$ cat config.mk
export PLATFORM = sky130hd
export DESIGN_NAME = gpio_mmio
export DESIGN_NICKNAME = d
export VERILOG_FILES = /design/src/rtl/gpio_pkg.sv /design/src/rtl/gpio_debounce.sv /design/src/rtl/gpio_mmio.sv
export SDC_FILE = /design/constraint.sdc
export NUM_CORES = 1
export LEC_CHECK = 0
export ABC_AREA = 0
export ABC_CLOCK_PERIOD_IN_PS = 3600
export CAP_MARGIN = 30
export CORE_UTILIZATION = 37
export CTS_BUF_LIST = sky130_fd_sc_hd__clkbuf_16
export DETAILED_ROUTE_END_ITERATION = 7
export SYNTH_ARGS = -nofsm -noshare
export SYNTH_HDL_FRONTEND = slang
export SYNTH_HIERARCHICAL = 1
export SYNTH_SLANG_ARGS = --single-unit
$ cat constraint.sdc
create_clock -name clk -period 3.6 [get_ports clk]
set_input_delay 0.72 -clock clk [delete_from_list [all_inputs] [get_ports clk]]
set_output_delay 0.72 -clock clk [all_outputs]
set_load 0.01 [all_outputs]
$ cat src/rtl/gpio_pkg.sv
// Shared constants for the memory-mapped GPIO block: data width and register offsets.
package gpio_pkg;

    localparam int unsigned DATA_W = 16;
    localparam int unsigned ADDR_W = 3;

    localparam logic [ADDR_W-1:0] GPIO_LED = 3'd0;
    localparam logic [ADDR_W-1:0] GPIO_SET = 3'd1;
    localparam logic [ADDR_W-1:0] GPIO_CLR = 3'd2;
    localparam logic [ADDR_W-1:0] GPIO_TGL = 3'd3;
    localparam logic [ADDR_W-1:0] GPIO_BUT = 3'd4;
    localparam logic [ADDR_W-1:0] GPIO_PEV = 3'd5;
    localparam logic [ADDR_W-1:0] GPIO_REV = 3'd6;
    localparam logic [ADDR_W-1:0] GPIO_DEB = 3'd7;

endpackage

$ cat src/rtl/gpio_debounce.sv
// One button channel: 2-flop synchroniser, consecutive-cycle debounce counter,
// debounced level and single-cycle rise/fall indications aligned with the level update.
module gpio_debounce
    import gpio_pkg::*;
#(
    parameter int unsigned DEB_W = 16
) (
    input  logic             clk,
    input  logic             reset,
    input  logic             but_raw,
    input  logic [DEB_W-1:0] limit,
    output logic             level,
    output logic             rise_c,
    output logic             fall_c
);

    localparam int unsigned CNT_W = DEB_W + 1;

    logic             sync1_q, sync1_d;
    logic             sync2_q, sync2_d;
    logic             level_q, level_d;
    logic [DEB_W-1:0] cnt_q, cnt_d;
    logic             s_c;
    logic [DEB_W-1:0] eff_limit_c;
    logic [CNT_W-1:0] cnt_inc_c;

    always_comb begin
        sync1_d     = but_raw;
        sync2_d     = sync1_q;
        s_c         = ~sync2_q;
        eff_limit_c = (limit == '0) ? DEB_W'(1) : limit;
        cnt_inc_c   = {1'b0, cnt_q} + CNT_W'(1);
        cnt_d       = '0;
        level_d     = level_q;
        rise_c      = 1'b0;
        fall_c      = 1'b0;
        // >= rather than == so a limit lowered mid-count flips on the next compare
        if (s_c != level_q) begin
            if (cnt_inc_c >= {1'b0, eff_limit_c}) begin
                level_d = s_c;
                rise_c  = s_c;
                fall_c  = ~s_c;
            end else begin
                cnt_d = cnt_q + DEB_W'(1);
            end
        end
    end

    // Synchroniser resets to released so reset deassertion never looks like a press
    always_ff @(posedge clk or negedge reset) begin
        if (!reset) begin
            sync1_q <= 1'b1;
            sync2_q <= 1'b1;
            level_q <= 1'b0;
            cnt_q   <= '0;
        end else begin
            sync1_q <= sync1_d;
            sync2_q <= sync2_d;
            level_q <= level_d;
            cnt_q   <= cnt_d;
        end
    end

    assign level = level_q;

endmodule

$ cat src/rtl/gpio_mmio.sv
// Memory-mapped GPIO: LED register with set/clear/toggle aliases, debounced buttons,
// sticky press/release event flags with W1C, programmable debounce limit and irq.
module gpio_mmio
    import gpio_pkg::*;
#(
    parameter int unsigned N_LED     = 2,
    parameter int unsigned N_BUT     = 2,
    parameter int unsigned DEB_W     = 16,
    parameter int unsigned DEB_RESET = 1000
) (
    input  logic              clk,
    input  logic              reset,
    input  logic [ADDR_W-1:0] addr,
    input  logic              load,
    input  logic [DATA_W-1:0] wdata,
    output logic [DATA_W-1:0] rdata,
    input  logic [N_BUT-1:0]  but,
    output logic [N_LED-1:0]  led,
    output logic              irq
);

    logic [N_LED-1:0] led_q, led_d;
    logic [N_BUT-1:0] pev_q, pev_d;
    logic [N_BUT-1:0] rev_q, rev_d;
    logic [DEB_W-1:0] lim_q, lim_d;
    logic [N_BUT-1:0] level;
    logic [N_BUT-1:0] rise_c;
    logic [N_BUT-1:0] fall_c;
    logic [N_LED-1:0] wd_led_c;
    logic [N_BUT-1:0] wd_but_c;
    logic             unused_wdata_c;

    for (genvar i = 0; i < N_BUT; i++) begin : g_deb
        gpio_debounce #(
            .DEB_W (DEB_W)
        ) u_deb (
            .clk     (clk),
            .reset   (reset),
            .but_raw (but[i]),
            .limit   (lim_q),
            .level   (level[i]),
            .rise_c  (rise_c[i]),
            .fall_c  (fall_c[i])
        );
    end

    assign unused_wdata_c = ^wdata;

    always_comb begin
        wd_led_c = wdata[N_LED-1:0];
        wd_but_c = wdata[N_BUT-1:0];
        led_d    = led_q;
        pev_d    = pev_q;
        rev_d    = rev_q;
        lim_d    = lim_q;
        if (load) begin
            case (addr)
                GPIO_LED: led_d = wd_led_c;
                GPIO_SET: led_d = led_q | wd_led_c;
                GPIO_CLR: led_d = led_q & ~wd_led_c;
                GPIO_TGL: led_d = led_q ^ wd_led_c;
                GPIO_PEV: pev_d = pev_q & ~wd_but_c;
                GPIO_REV: rev_d = rev_q & ~wd_but_c;
                GPIO_DEB: lim_d = wdata[DEB_W-1:0];
                default:  ;
            endcase
        end
        // Hardware set is applied after the clear so a coincident event wins
        pev_d = pev_d | rise_c;
        rev_d = rev_d | fall_c;
    end

    always_ff @(posedge clk or negedge reset) begin
        if (!reset) begin
            led_q <= '0;
            pev_q <= '0;
            rev_q <= '0;
            lim_q <= DEB_W'(DEB_RESET);
        end else begin
            led_q <= led_d;
            pev_q <= pev_d;
            rev_q <= rev_d;
            lim_q <= lim_d;
        end
    end

    // Zero-latency read mux; narrow registers zero-extend
    always_comb begin
        rdata = '0;
        case (addr)
            GPIO_LED, GPIO_SET, GPIO_CLR, GPIO_TGL: rdata = DATA_W'(led_q);
            GPIO_BUT: rdata = DATA_W'(level);
            GPIO_PEV: rdata = DATA_W'(pev_q);
            GPIO_REV: rdata = DATA_W'(rev_q);
            GPIO_DEB: rdata = DATA_W'(lim_q);
            default:  rdata = '0;
        endcase
    end

    assign led = led_q;
    assign irq = (|pev_q) | (|rev_q);

endmodule

## After elaboration in Yosys (flattened, before gate mapping)

Cells that the tools add are included.

- Add/sub/neg operators: 4
- Multipliers: 0
- Divide/modulo/power cells: 0
- Magnitude comparators: 2
- Equality and inequality tests: 9
- Shift operators: 0
- Mux-type cells: 19
- Bitwise gates (word level): 11
- Reductions and logical operators: 10

Operator list:

| kind | number |
|---|---|
| 2-to-1 mux 16 bit | 5 |
| one-hot mux 16 bit (5 select lines) | 1 |
| adder 16 x 1 -> 17 bit (second input constant) | 2 |
| greater-or-equal comparator 17 x 16 -> 1 bit | 2 |
| adder 16 x 1 -> 16 bit (second input constant) | 2 |
| zero test 16 bit | 1 |
| == test 3 bit (second input constant) | 4 |
| 2-to-1 mux 1 bit | 8 |
| 2-to-1 mux 2 bit | 4 |
| one-hot mux 2 bit (4 select lines) | 1 |
| AND reduction 2 bit | 4 |
| AND 2 bit | 3 |
| == test 3 x 2 -> 1 bit (second input constant) | 2 |
| OR 2 bit | 3 |
| nonzero test 4 bit | 1 |
| OR reduction 2 bit | 2 |
| OR reduction 4 bit | 1 |
| == test 3 x 1 -> 1 bit (second input constant) | 1 |
| zero test 3 bit | 1 |
| != test 1 bit | 2 |
| inverter 1 bit | 2 |
| inverter 2 bit | 1 |
| bitwise XOR 2 bit | 1 |
| OR 1 bit | 1 |

- Bits in registers: 60
- Latch bits: 0
- Memory bits (writable): 0
- ROM bits: 0
- Input bits: 24
- Logic and storage cells: 67
- Memories kept: 0

## Logic depth before layout (Yosys ltp)

Gate-level depths: netlist of the first run.

- Depth after elaboration: 6
- Depth in mapped cells: 12
- Depth with buffers taken out: 12

## Hierarchy

The synthesis of the first run kept the hierarchy.

Modules (own cells, without submodules):

| module | times used | cells an instance | area an instance (um2) | sequential area each (um2) |
|---|---|---|---|---|
| gpio_debounce | 2 | 141 | 1,402.6 | 478.0 |
| gpio_mmio | 1 | 93 | 1,179.9 | 558.0 |

## Worst setup path after synthesis of the first run

Ideal clock, no wire load.

- Path kind: reg2reg
- From: register g_deb[0].u_deb.cnt_q[0]
- To: register rev_q[0]
- Library setup time: 0.118 ns
- Data arrival time: 2.569 ns
- Data required time: 3.482 ns
- Slack: 0.913 ns
- Stages on the path, launching flop included: 12
- Buffers on the path: 0
- Period minus slack after synthesis: 2.687 ns
- Path through: dfrtp_1 > ha_1 > and3_1 > nand4_1 > xnor2_1 > ha_1 > nand4_1 > o41ai_2 > a2111oi_4 > o31a_1 > nor2_1 > a21o_1

- Word-level cells in the longest chain between the ends: 5

RTL lines:

| what | line | RTL |
|---|---|---|
| start, declared | gpio_debounce.sv:22 | `logic [DEB_W-1:0] cnt_q, cnt_d;` |
| start signal, assigned | gpio_debounce.sv:60 | `cnt_q <= cnt_d;` |
| adder 16 x 1 -> 17 bit | gpio_debounce.sv:32 | `cnt_inc_c = {1'b0, cnt_q} + CNT_W'(1);` |
| greater-or-equal comparator 17 x 16 -> 1 bit | gpio_debounce.sv:39 | `if (cnt_inc_c >= {1'b0, eff_limit_c}) begin` |
| 2-to-1 mux 1 bit | gpio_debounce.sv:39 |  |
| 2-to-1 mux 1 bit | gpio_debounce.sv:38 | `if (s_c != level_q) begin` |
| via fall_c[0] | gpio_mmio.sv:28 | `logic [N_BUT-1:0] fall_c;` |
| OR 2 bit | gpio_mmio.sv:70 | `rev_d = rev_d \| fall_c;` |
| via rev_d[0] | gpio_mmio.sv:24 | `logic [N_BUT-1:0] rev_q, rev_d;` |
| end signal, assigned | gpio_mmio.sv:82 | `rev_q <= rev_d;` |
| end, declared | gpio_mmio.sv:24 |  |

The timed path passes the listed nets, and every way through them passes these cells.
A chain may end at the register's enable or synchronous reset.

## Final worst setup path of the first run

- From: input port addr[0]
- To: output port rdata[0]

- Word-level cells in the longest chain between the ends: 3

RTL lines:

| what | line | RTL |
|---|---|---|
| start, declared | gpio_mmio.sv:13 | `input logic [ADDR_W-1:0] addr,` |
| == test 3 x 1 -> 1 bit (tied with other cells) | gpio_mmio.sv:90 | `case (addr)` |
| OR reduction 4 bit | gpio_mmio.sv:90 |  |
| one-hot mux 16 bit (5 select lines) * | gpio_mmio.sv:90 |  |
| end, declared | gpio_mmio.sv:16 | `output logic [DATA_W-1:0] rdata,` |

Mark *: on every way between the ends. The rest lies on a longest branch, timed or not.

==> results of run 1 <==
[cell usage in the layout (no fill, tap or decap), types with 3 or more instances in the layout]
cell,instances
clkinv_1,3
nand4_1,14
nor2b_2,18
clkbuf_16,9
a21o_1,8
inv_1,40
mux2_2,16
o21ai_0,6
nand3_1,16
clkdlybuf4s50_1,41
xnor2_1,26
ha_1,38
dfrtp_1,50
dfstp_2,10
a21oi_1,14
nand2_1,22
and3_1,6
nor4_1,6
nor2b_1,10
and2_1,18
nor2_1,4
xor2_1,4
nor3_1,10
buf_4,6
[area by class of cell]
type	count	area [um^2]	share of cell area (%)
repair buffers	48	460	9.47
clock buffers	9	225	4.63
clock inverters	7	81.3	1.67
multi-input cells	268	2260	46.5
well taps	136	170	3.50
inverters	40	150	3.09
flip-flops and latches	60	1510	31.1
[critical path, cell delays in order]
cell and delay [ns]:
clkdlybuf4s50_1 0.59, mux4_1 0.59, nand2_1 0.08, o21ai_0 0.07, clkdlybuf4s50_1 0.48
[synth_stat cells (all sizes together), types with 4 or more instances]
cell type | instances | share of area (%)
and2 | 18 | 2.8
mux2 | 16 | 4.5
o21ai | 6 | 0.75
a21o | 8 | 1.5
nor2 | 6 | 0.69
nor3 | 12 | 1.8
nand4 | 17 | 3.4
inv | 40 | 3.8
dfstp | 10 | 6.6
ha | 38 | 12
mux4 | 4 | 2.4
nand2 | 22 | 2.1
a21oi | 14 | 1.8
nor4 | 6 | 0.94
nand3 | 16 | 2.0
buf | 6 | 1.4
and4 | 4 | 1.0
xor2 | 4 | 0.88
dfrtp | 50 | 31
xnor2 | 26 | 5.7
and3 | 7 | 1.1
nor2b | 28 | 5.5
[sequential cells by signal (all words and copies together) (netlist names)]
signal / flops
g_deb.u_deb/cnt_q: 32
led: 2
rev_q: 2
g_deb.u_deb/sync1_q: 2
pev_q: 2
g_deb.u_deb/sync2_q: 2
g_deb.u_deb/level: 2
lim_q: 16
[where the power goes]
group | switching, mW | total (mW) | internal (mW)
Clock | 0.296 | 0.891 | 0.595
Sequential | 0.145 | 0.932 | 0.787
Combinational | 0.360 | 0.685 | 0.324
[worst min path at each step]
stage	startpoint	depth (start not counted)	end	slack (ns)
floorplan	g_deb[0].u_deb/sync1_q	0	g_deb[0].u_deb/sync2_q	0.35
global placement	g_deb[1].u_deb/sync1_q	0	g_deb[1].u_deb/sync2_q	0.35
detailed placement	g_deb[0].u_deb/sync1_q	0	g_deb[0].u_deb/sync2_q	0.35
CTS	g_deb[0].u_deb/sync1_q	0	g_deb[0].u_deb/sync2_q	0.35
global route	g_deb[1].u_deb/sync1_q	0	g_deb[1].u_deb/sync2_q	0.36
finish	g_deb[0].u_deb/sync1_q	0	g_deb[0].u_deb/sync2_q	0.35
[logic make-up (layout without fill, tap and decap cells)]
| family | Yosys count | in the layout |
|---|---|---|
| AO/OA/AOI/OAI | 38 | 38 |
| XOR/XNOR | 30 | 30 |
| adder cells (fa/ha/maj) | 38 | 38 |
| buffers and inverters | 47 | 104 |
| flip-flops | 60 | 60 |
| multiplexers | 22 | 22 |
| AND/OR/NAND/NOR | 140 | 140 |
[metal layers]
| layer | share of wire (%) | GRT usage (%) | wire, um | vias to the layer above |
|---|---|---|---|---|
| met5 | 0 | 0 | 0 | - |
| met4 | 1.3 | 6.55 | 115 | 0 |
| met3 | 4.4 | 3.90 | 381 | 9 |
| met2 | 47 | 28.9 | 4120 | 66 |
| met1 | 47 | 22.4 | 4130 | 1397 |
| li1 | - | - | - | 1423 |
==> impl_metrics.py, run 1 <==
metrics = {
    "outcome": {
        "status": "complete, no violations",
    },
    "route": {
        "drt-initial-drc-count": 140,
        "drc": 0,
        "wire_per_inst_um": 15.4,
        "drt_wl_total_mm": 8.74,
        "dr.pass1.iters": 4,
        "drtAntennaViolNets": 0,
        "routed_via_density": 5.10,
        "num_vias": 2895,
    },
    "clock_tree": {
        "clkTransAtPathRegs_ns": 0.05,
        "htreeDepth": 3,
        "cts.sinks": 60,
        "clk_latency_ns": 0.33,
        "hold_buffers": 0,
        "numCtsBuffers": 9,
        "clock_path_buffers": 2,
        "cts_setup_buffers": 0,
        "cts_tree": "yes",
        "ctsResizeCount": 0,
        "cts-root-buf": "clkbuf_16",
    },
    "yosys": {
        "ys_async_sr_fraction_pct": 100,
        "synth-edff-count": 0,
        "syn_inst": 375,
        "seq_area_frac_synth_pct": 38.0,
        "ys_ff_latch": 60,
        "syn_area_per_cell_um2": 10.6,
        "synth_simple_gate_area_share_pct": 22.2,
        "synthFlopType": "dfrtp_1",
        "synthMuxAreaShare_pct": 7.47,
        "synthAdderAreaFrac_pct": 11.9,
        "synth_top_family_by_area": "simple AND/OR/NAND/NOR gates",
        "yosysWarningCount": 6,
        "synth_xor_area_share_pct": 6.59,
        "synth_nets": 437,
        "synthDistinctLibCells": 42,
        "synth_compound_area_share_pct": 8.48,
        "syn_area_mm2": 0.00399,
    },
    "timing": {
        "period_share_pct": 90.6,
        "finalClockSkew_ns": 0.00639,
        "period_needed_ns": 3.26,
        "drv_slew": 0,
        "setup_slack_ns": 0.338,
        "rsz0062_at_grt": "no",
        "relSlewSlack_pct": 48.6,
        "tightest_slew_ns": 0.771,
        "setup_viol": 0,
        "max_freq_mhz": 307,
        "setup-tns-final_ns": 0,
        "hold_viol_final": 0,
        "holdWs_ns": 0.354,
    },
    "critical_path": {
        "rrSetupSlack_ns": 0.42,
        "crit_path_end_kind": "primary output",
        "crit_type": "in2out",
        "rr_worst_depth": 11,
        "cp-start-kind": "input port",
        "worstPathRequired_ns": 2.88,
        "cp_max_fo": 5,
        "rr_startpoint": "g_deb[1].u_deb/cnt_q[0]",
        "endpoint": "rdata[0]",
        "timing.rr.end": "g_deb[1].u_deb/cnt_q[4]",
        "startpoint": "addr[0]",
        "crit_arrival_ns": 2.54,
    },
    "cells_and_area": {
        "final_util_pct": 46.9,
        "drive_above_1_share_pct": 19.4,
        "area_growth_pct": 22.0,
        "fillerInstances": 991,
        "nets": 489,
        "antenna_cells": 0,
        "fin_area_mm2": 0.00486,
        "instances_no_fill": 568,
    },
    "placed_design": {
        "dpl_cell_area_mm2": 0.00455,
        "pre_cts_ws_ns": 0.344,
        "dp.cells": 552,
        "hpwl_mm": 6.56,
        "portBuffers": 42,
        "globalplace.congestion": 0.821,
    },
    "hold_path": {
        "hold_class": "reg2reg",
    },
    "job": {
        "maxCapViolCount": 0,
    },
    "floorplan": {
        "dieHeight_um": 106,
        "dieArea_mm2": 0.0112,
        "core_mm2": 0.0104,
        "ios": 43,
        "die_w_um": 106,
        "rows": 37,
        "start_util_pct": 38.4,
    },
    "global_routing": {
        "grt_max_degree": 61,
        "grt_overflow": 0,
        "first_global_vias": 3137,
        "antenna_found_initial": 0,
        "globalRouteTotalUtil_pct": 17.5,
        "grt_pass1_wl_mm": 15.1,
    },
    "power_and_ir_drop": {
        "pwr_density_cell_mw_per_mm2": 516,
        "finalPower_mw": 2.51,
        "ir_drop_mv": 0.240,
        "p_leak_nw": 2.29,
    },
}
(Power assumes the default switching activity.)
==> run 2, diff against run 1 <==
--- a/config.mk
+++ b/config.mk
@@ -9,7 +9,6 @@
 export ABC_CLOCK_PERIOD_IN_PS = 3600
 export CAP_MARGIN = 30
 export CORE_UTILIZATION = 37
-export CTS_BUF_LIST = sky130_fd_sc_hd__clkbuf_16
 export DETAILED_ROUTE_END_ITERATION = 7
 export SYNTH_ARGS = -nofsm -noshare
 export SYNTH_HDL_FRONTEND = slang
==> impl_metrics.py, run 2 (same netlist as run 1, synthesis figures left out) <==
metrics = {
    "outcome": {
        "status": "complete, no violations",
    },
    "cells_and_area": {
        "mostFrequentLayoutCell": "dfrtp_1",
        "area_growth_pct": 20.2,
        "fin_area_mm2": 0.00479,
        "final_cell_mix": "dfrtp_1, clkdlybuf4s50_1, inv_1",
        "reg.largest.list": "g_deb.u_deb/cnt_q (32), lim_q (16)",
        "nets": 489,
        "top_register": "g_deb.u_deb/cnt_q",
        "largest_reg_flops": 32,
        "drive_above_1_share_pct": 20.1,
        "antenna_cells": 0,
    },
    "global_routing": {
        "grt_max_degree": 61,
        "antenna_found_initial": 0,
        "globalRouteTotalUtil_pct": 17.5,
        "grt_pass1_wl_mm": 15.1,
        "grt_overflow": 0,
        "first_global_vias": 3138,
    },
    "floorplan": {
        "core_mm2": 0.0104,
        "dieHeight_um": 106,
        "die_w_um": 106,
        "dieArea_mm2": 0.0112,
        "rows": 37,
        "ios": 43,
        "start_util_pct": 38.4,
    },
    "route": {
        "dr.pass1.iters": 4,
        "drt_wl_total_mm": 8.76,
        "routed_via_density": 5.10,
        "num_vias": 2899,
        "drt-initial-drc-count": 107,
        "wire_per_inst_um": 15.4,
        "drtAntennaViolNets": 0,
        "drc": 0,
    },
    "critical_path": {
        "crit_arrival_ns": 2.54,
        "rr_worst_depth": 11,
        "cp-start-kind": "input port",
        "rr_startpoint": "g_deb[1].u_deb/cnt_q[0]",
        "crit_buf_inv": 2,
        "cpPeakStageDelay_ns": 0.59,
        "path_common_cell": "clkdlybuf4s50_1",
        "cp_max_fo": 5,
        "crit_slowest_cell": "clkdlybuf4s50_1",
        "timing.rr.end": "g_deb[1].u_deb/cnt_q[4]",
        "crit_family": "buffers and inverters",
        "crit_path_end_kind": "primary output",
        "path_cells": "clkdlybuf4s50_1 > mux4_1 > nand2_1 > o21ai_0 > clkdlybuf4s50_1",
        "rrSetupSlack_ns": 0.42,
        "crit_type": "in2out",
        "worstPathRequired_ns": 2.88,
    },
    "power_and_ir_drop": {
        "pwr_density_cell_mw_per_mm2": 486,
        "p_leak_nw": 2.26,
        "ir_drop_mv": 0.226,
    },
    "placed_design": {
        "dpl_cell_area_mm2": 0.00455,
        "globalplace.congestion": 0.821,
        "hpwl_mm": 6.56,
        "portBuffers": 42,
    },
    "clock_tree": {
        "numCtsBuffers": 9,
        "clk_latency_ns": 0.34,
        "cts.sinks": 60,
        "clkTransAtPathRegs_ns": 0.06,
        "hold_buffers": 0,
        "cts-root-buf": "clkbuf_8",
        "ctsResizeCount": 0,
        "clock_path_buffers": 2,
        "cts_setup_buffers": 0,
        "cts_tree": "yes",
        "htreeDepth": 3,
    },
    "timing": {
        "period_needed_ns": 3.26,
        "period_share_pct": 90.5,
        "relSlewSlack_pct": 48.4,
        "max_freq_mhz": 307,
        "finalClockSkew_ns": 0.00594,
        "setup-tns-final_ns": 0,
        "drv_slew": 0,
        "setup_viol": 0,
        "rsz0062_at_grt": "no",
        "hold_viol_final": 0,
        "tightest_slew_ns": 0.774,
    },
    "hold_path": {
        "worstHoldStart": "g_deb[0].u_deb/sync1_q",
        "hold_class": "reg2reg",
        "hold-path-endpoint": "g_deb[0].u_deb/sync2_q",
        "whs_path_depth": 0,
    },
    "job": {
        "maxCapViolCount": 0,
    },
}
-- run 2: cell types whose count changed in the layout (fill, tap and decap cells not counted) --
| cell | before | now |
|---|---|---|
| clkbuf_16 | 9 | 0 |
| clkbuf_8 | 0 | 12 |
| clkinv_1 | 3 | 0 |
-- run 2: worst max-delay path by stage --
stage          cells past startpoint                     from                       to  slack (ns)
5_1_grt                           11  g_deb[1].u_deb/cnt_q[0]  g_deb[1].u_deb/cnt_q[4]        0.16
3_3_place_gp                       5                  addr[0]                 rdata[1]        0.37
6_report                           5                  addr[0]                 rdata[0]        0.34
2_1_floorplan                     11  g_deb[0].u_deb/cnt_q[0]                 rev_q[0]        0.91
4_1_cts                            5                  addr[0]                 rdata[0]        0.34
3_5_place_dp                       5                  addr[0]                 rdata[0]        0.34
-- run 2: stage by stage --
stage	util [%]	instances	power, mW	worst slack (ns)	hold slack, ns
2_1_floorplan	-	375	1.37	0.913	0.345
3_3_place_gp	43.9	552	1.60	0.373	0.346
3_5_place_dp	43.9	552	1.62	0.344	0.347
4_1_cts	46.2	568	2.36	0.337	0.357
5_1_grt	46.2	568	2.48	0.162	0.366
6_report	46.2	568	2.33	0.342	0.356
-- run 2: cell type report --
cell class | instances | area, um^2
clock buffers | 12 | 165
clock inverters | 4 | 70.1
fillers | 1006 | 5580
inverters | 40 | 150
multi-input cells | 268 | 2260
flip-flops and latches | 60 | 1510
well taps | 136 | 170
repair buffers | 48 | 460
-- run 2: per-layer routing --
metal | share of wire, % | vias up | global-route usage (%)
met4 | 1.3 | 0 | 5.36
met1 | 47 | 1402 | 22.2
met3 | 4.7 | 11 | 4.08
met2 | 47 | 65 | 29.3
li1 | - | 1421 | -
met5 | 0 | - | 0
-- run 2: where the power goes --
| part | internal [mW] | switching, mW |
|---|---|---|
| Combinational | 0.324 | 0.361 |
| Clock | 0.444 | 0.267 |
| Sequential | 0.786 | 0.145 |
==> run 3, diff against run 2 <==
--- a/config.mk
+++ b/config.mk
@@ -8,7 +8,7 @@
 export ABC_AREA = 0
 export ABC_CLOCK_PERIOD_IN_PS = 3600
 export CAP_MARGIN = 30
-export CORE_UTILIZATION = 37
+export CORE_UTILIZATION = 35
 export DETAILED_ROUTE_END_ITERATION = 7
 export SYNTH_ARGS = -nofsm -noshare
 export SYNTH_HDL_FRONTEND = slang
==> impl_metrics.py, run 3 (same netlist as run 1, synthesis figures left out) <==
metrics = {
    "route": {
        "drt-initial-drc-count": 142,
        "drt_wl_total_mm": 8.86,
        "dr.pass1.iters": 4,
        "num_vias": 2895,
        "routed_via_density": 5.07,
        "drc": 0,
        "wire_per_inst_um": 15.5,
        "drtAntennaViolNets": 0,
    },
    "cells_and_area": {
        "area_growth_pct": 22.2,
        "antenna_cells": 0,
        "nets": 488,
        "largest_reg_flops": 32,
        "drive_above_1_share_pct": 19.5,
        "reg.largest.list": "g_deb.u_deb/cnt_q (32), lim_q (16)",
        "mostFrequentLayoutCell": "dfrtp_1",
        "top_register": "g_deb.u_deb/cnt_q",
        "final_cell_mix": "dfrtp_1, clkdlybuf4s50_1, inv_1",
        "fin_area_mm2": 0.00487,
    },
    "timing": {
        "tightest_slew_ns": 0.890,
        "setup_viol": 0,
        "drv_slew": 0,
        "relSlewSlack_pct": 40.7,
        "period_share_pct": 90.7,
        "rsz0062_at_grt": "no",
        "max_freq_mhz": 306,
        "finalClockSkew_ns": 0.00996,
        "hold_viol_final": 0,
        "period_needed_ns": 3.27,
        "setup-tns-final_ns": 0,
    },
    "clock_tree": {
        "clock_path_buffers": 2,
        "ctsResizeCount": 0,
        "cts_setup_buffers": 0,
        "cts_tree": "yes",
        "htreeDepth": 3,
        "clk_latency_ns": 0.32,
        "numCtsBuffers": 9,
        "cts.sinks": 60,
        "cts-root-buf": "clkbuf_16",
        "hold_buffers": 0,
        "clkTransAtPathRegs_ns": 0.05,
    },
    "critical_path": {
        "crit_arrival_ns": 2.55,
        "crit_type": "in2out",
        "rr_startpoint": "g_deb[0].u_deb/cnt_q[0]",
        "worstPathRequired_ns": 2.88,
        "cp_max_fo": 14,
        "cp-start-kind": "input port",
        "crit_path_end_kind": "primary output",
        "rrSetupSlack_ns": 0.47,
        "rr_worst_depth": 11,
        "timing.rr.end": "g_deb[0].u_deb/cnt_q[5]",
    },
    "floorplan": {
        "dieArea_mm2": 0.0118,
        "rows": 38,
        "dieHeight_um": 109,
        "start_util_pct": 36.3,
        "ios": 43,
        "die_w_um": 109,
        "core_mm2": 0.0110,
    },
    "placed_design": {
        "dpl_cell_area_mm2": 0.00455,
        "hpwl_mm": 6.60,
        "portBuffers": 42,
        "globalplace.congestion": 0.839,
    },
    "global_routing": {
        "antenna_found_initial": 0,
        "first_global_vias": 2916,
        "grt_max_degree": 40,
        "globalRouteTotalUtil_pct": 16.5,
        "grt_pass1_wl_mm": 14.7,
        "grt_overflow": 0,
    },
    "outcome": {
        "status": "complete, no violations",
    },
    "power_and_ir_drop": {
        "pwr_density_cell_mw_per_mm2": 520,
        "p_leak_nw": 2.29,
        "ir_drop_mv": 0.293,
    },
    "hold_path": {
        "whs_path_depth": 0,
        "hold-path-endpoint": "g_deb[0].u_deb/sync2_q",
        "hold_class": "reg2reg",
        "worstHoldStart": "g_deb[0].u_deb/sync1_q",
    },
    "job": {
        "maxCapViolCount": 0,
    },
}
run 3: worst max path at each step:
| stage | slack (ns) | to | startpoint |
|---|---|---|---|
| after floorplan | 0.91 | rev_q[0] | g_deb[0].u_deb/cnt_q[0] |
| after global placement | 0.40 | rdata[1] | addr[0] |
| after detailed placement | 0.34 | rdata[15] | addr[1] |
| after CTS | 0.34 | rdata[15] | addr[1] |
| after global routing | 0.22 | rdata[14] | addr[1] |
| final | 0.33 | rdata[15] | addr[1] |
run 3: metrics by stage:
step / instances / utilization (%) / hold slack (ns) / worst slack, ns / power (mW)
2_1_floorplan: 375 / - / 0.345 / 0.913 / 1.37
3_3_place_gp: 555 / 41.4 / 0.345 / 0.402 / 1.62
3_5_place_dp: 555 / 41.4 / 0.347 / 0.341 / 1.63
4_1_cts: 571 / 44.3 / 0.355 / 0.341 / 2.56
5_1_grt: 571 / 44.3 / 0.358 / 0.221 / 2.70
6_report: 571 / 44.3 / 0.354 / 0.333 / 2.53
run 3: per-layer routing:
metal  global-route usage (%)  vias up  part of all wire [%]
li1                         -     1417                     -
met2                     25.3       76                    44
met4                     5.50        0                   1.1
met5                        0        -                     0
met3                     3.71       10                   5.5
met1                     22.8     1392                    49
run 3: report_power, final:
part	internal, mW	leakage (nW)	switching [mW]
Combinational	0.330	1.36	0.364
Sequential	0.787	0.768	0.150
Clock	0.612	0.156	0.290
run 3: critical path, stage by stage:
cell and delay [ns]:
clkdlybuf4s50_1 0.69, and3_2 0.42, and2_1 0.17, clkdlybuf4s50_1 0.54
run 3: area by class of cell:
cell class | instances | area, um^2
Clock buffer | 15 | 288
Inverter | 40 | 150
Sequential cell | 60 | 1510
Clock inverter | 1 | 30.0
Tap cell | 140 | 175
Multi-Input combinational cell | 268 | 2260
Timing Repair Buffer | 47 | 453
Fill cell | 1066 | 6110
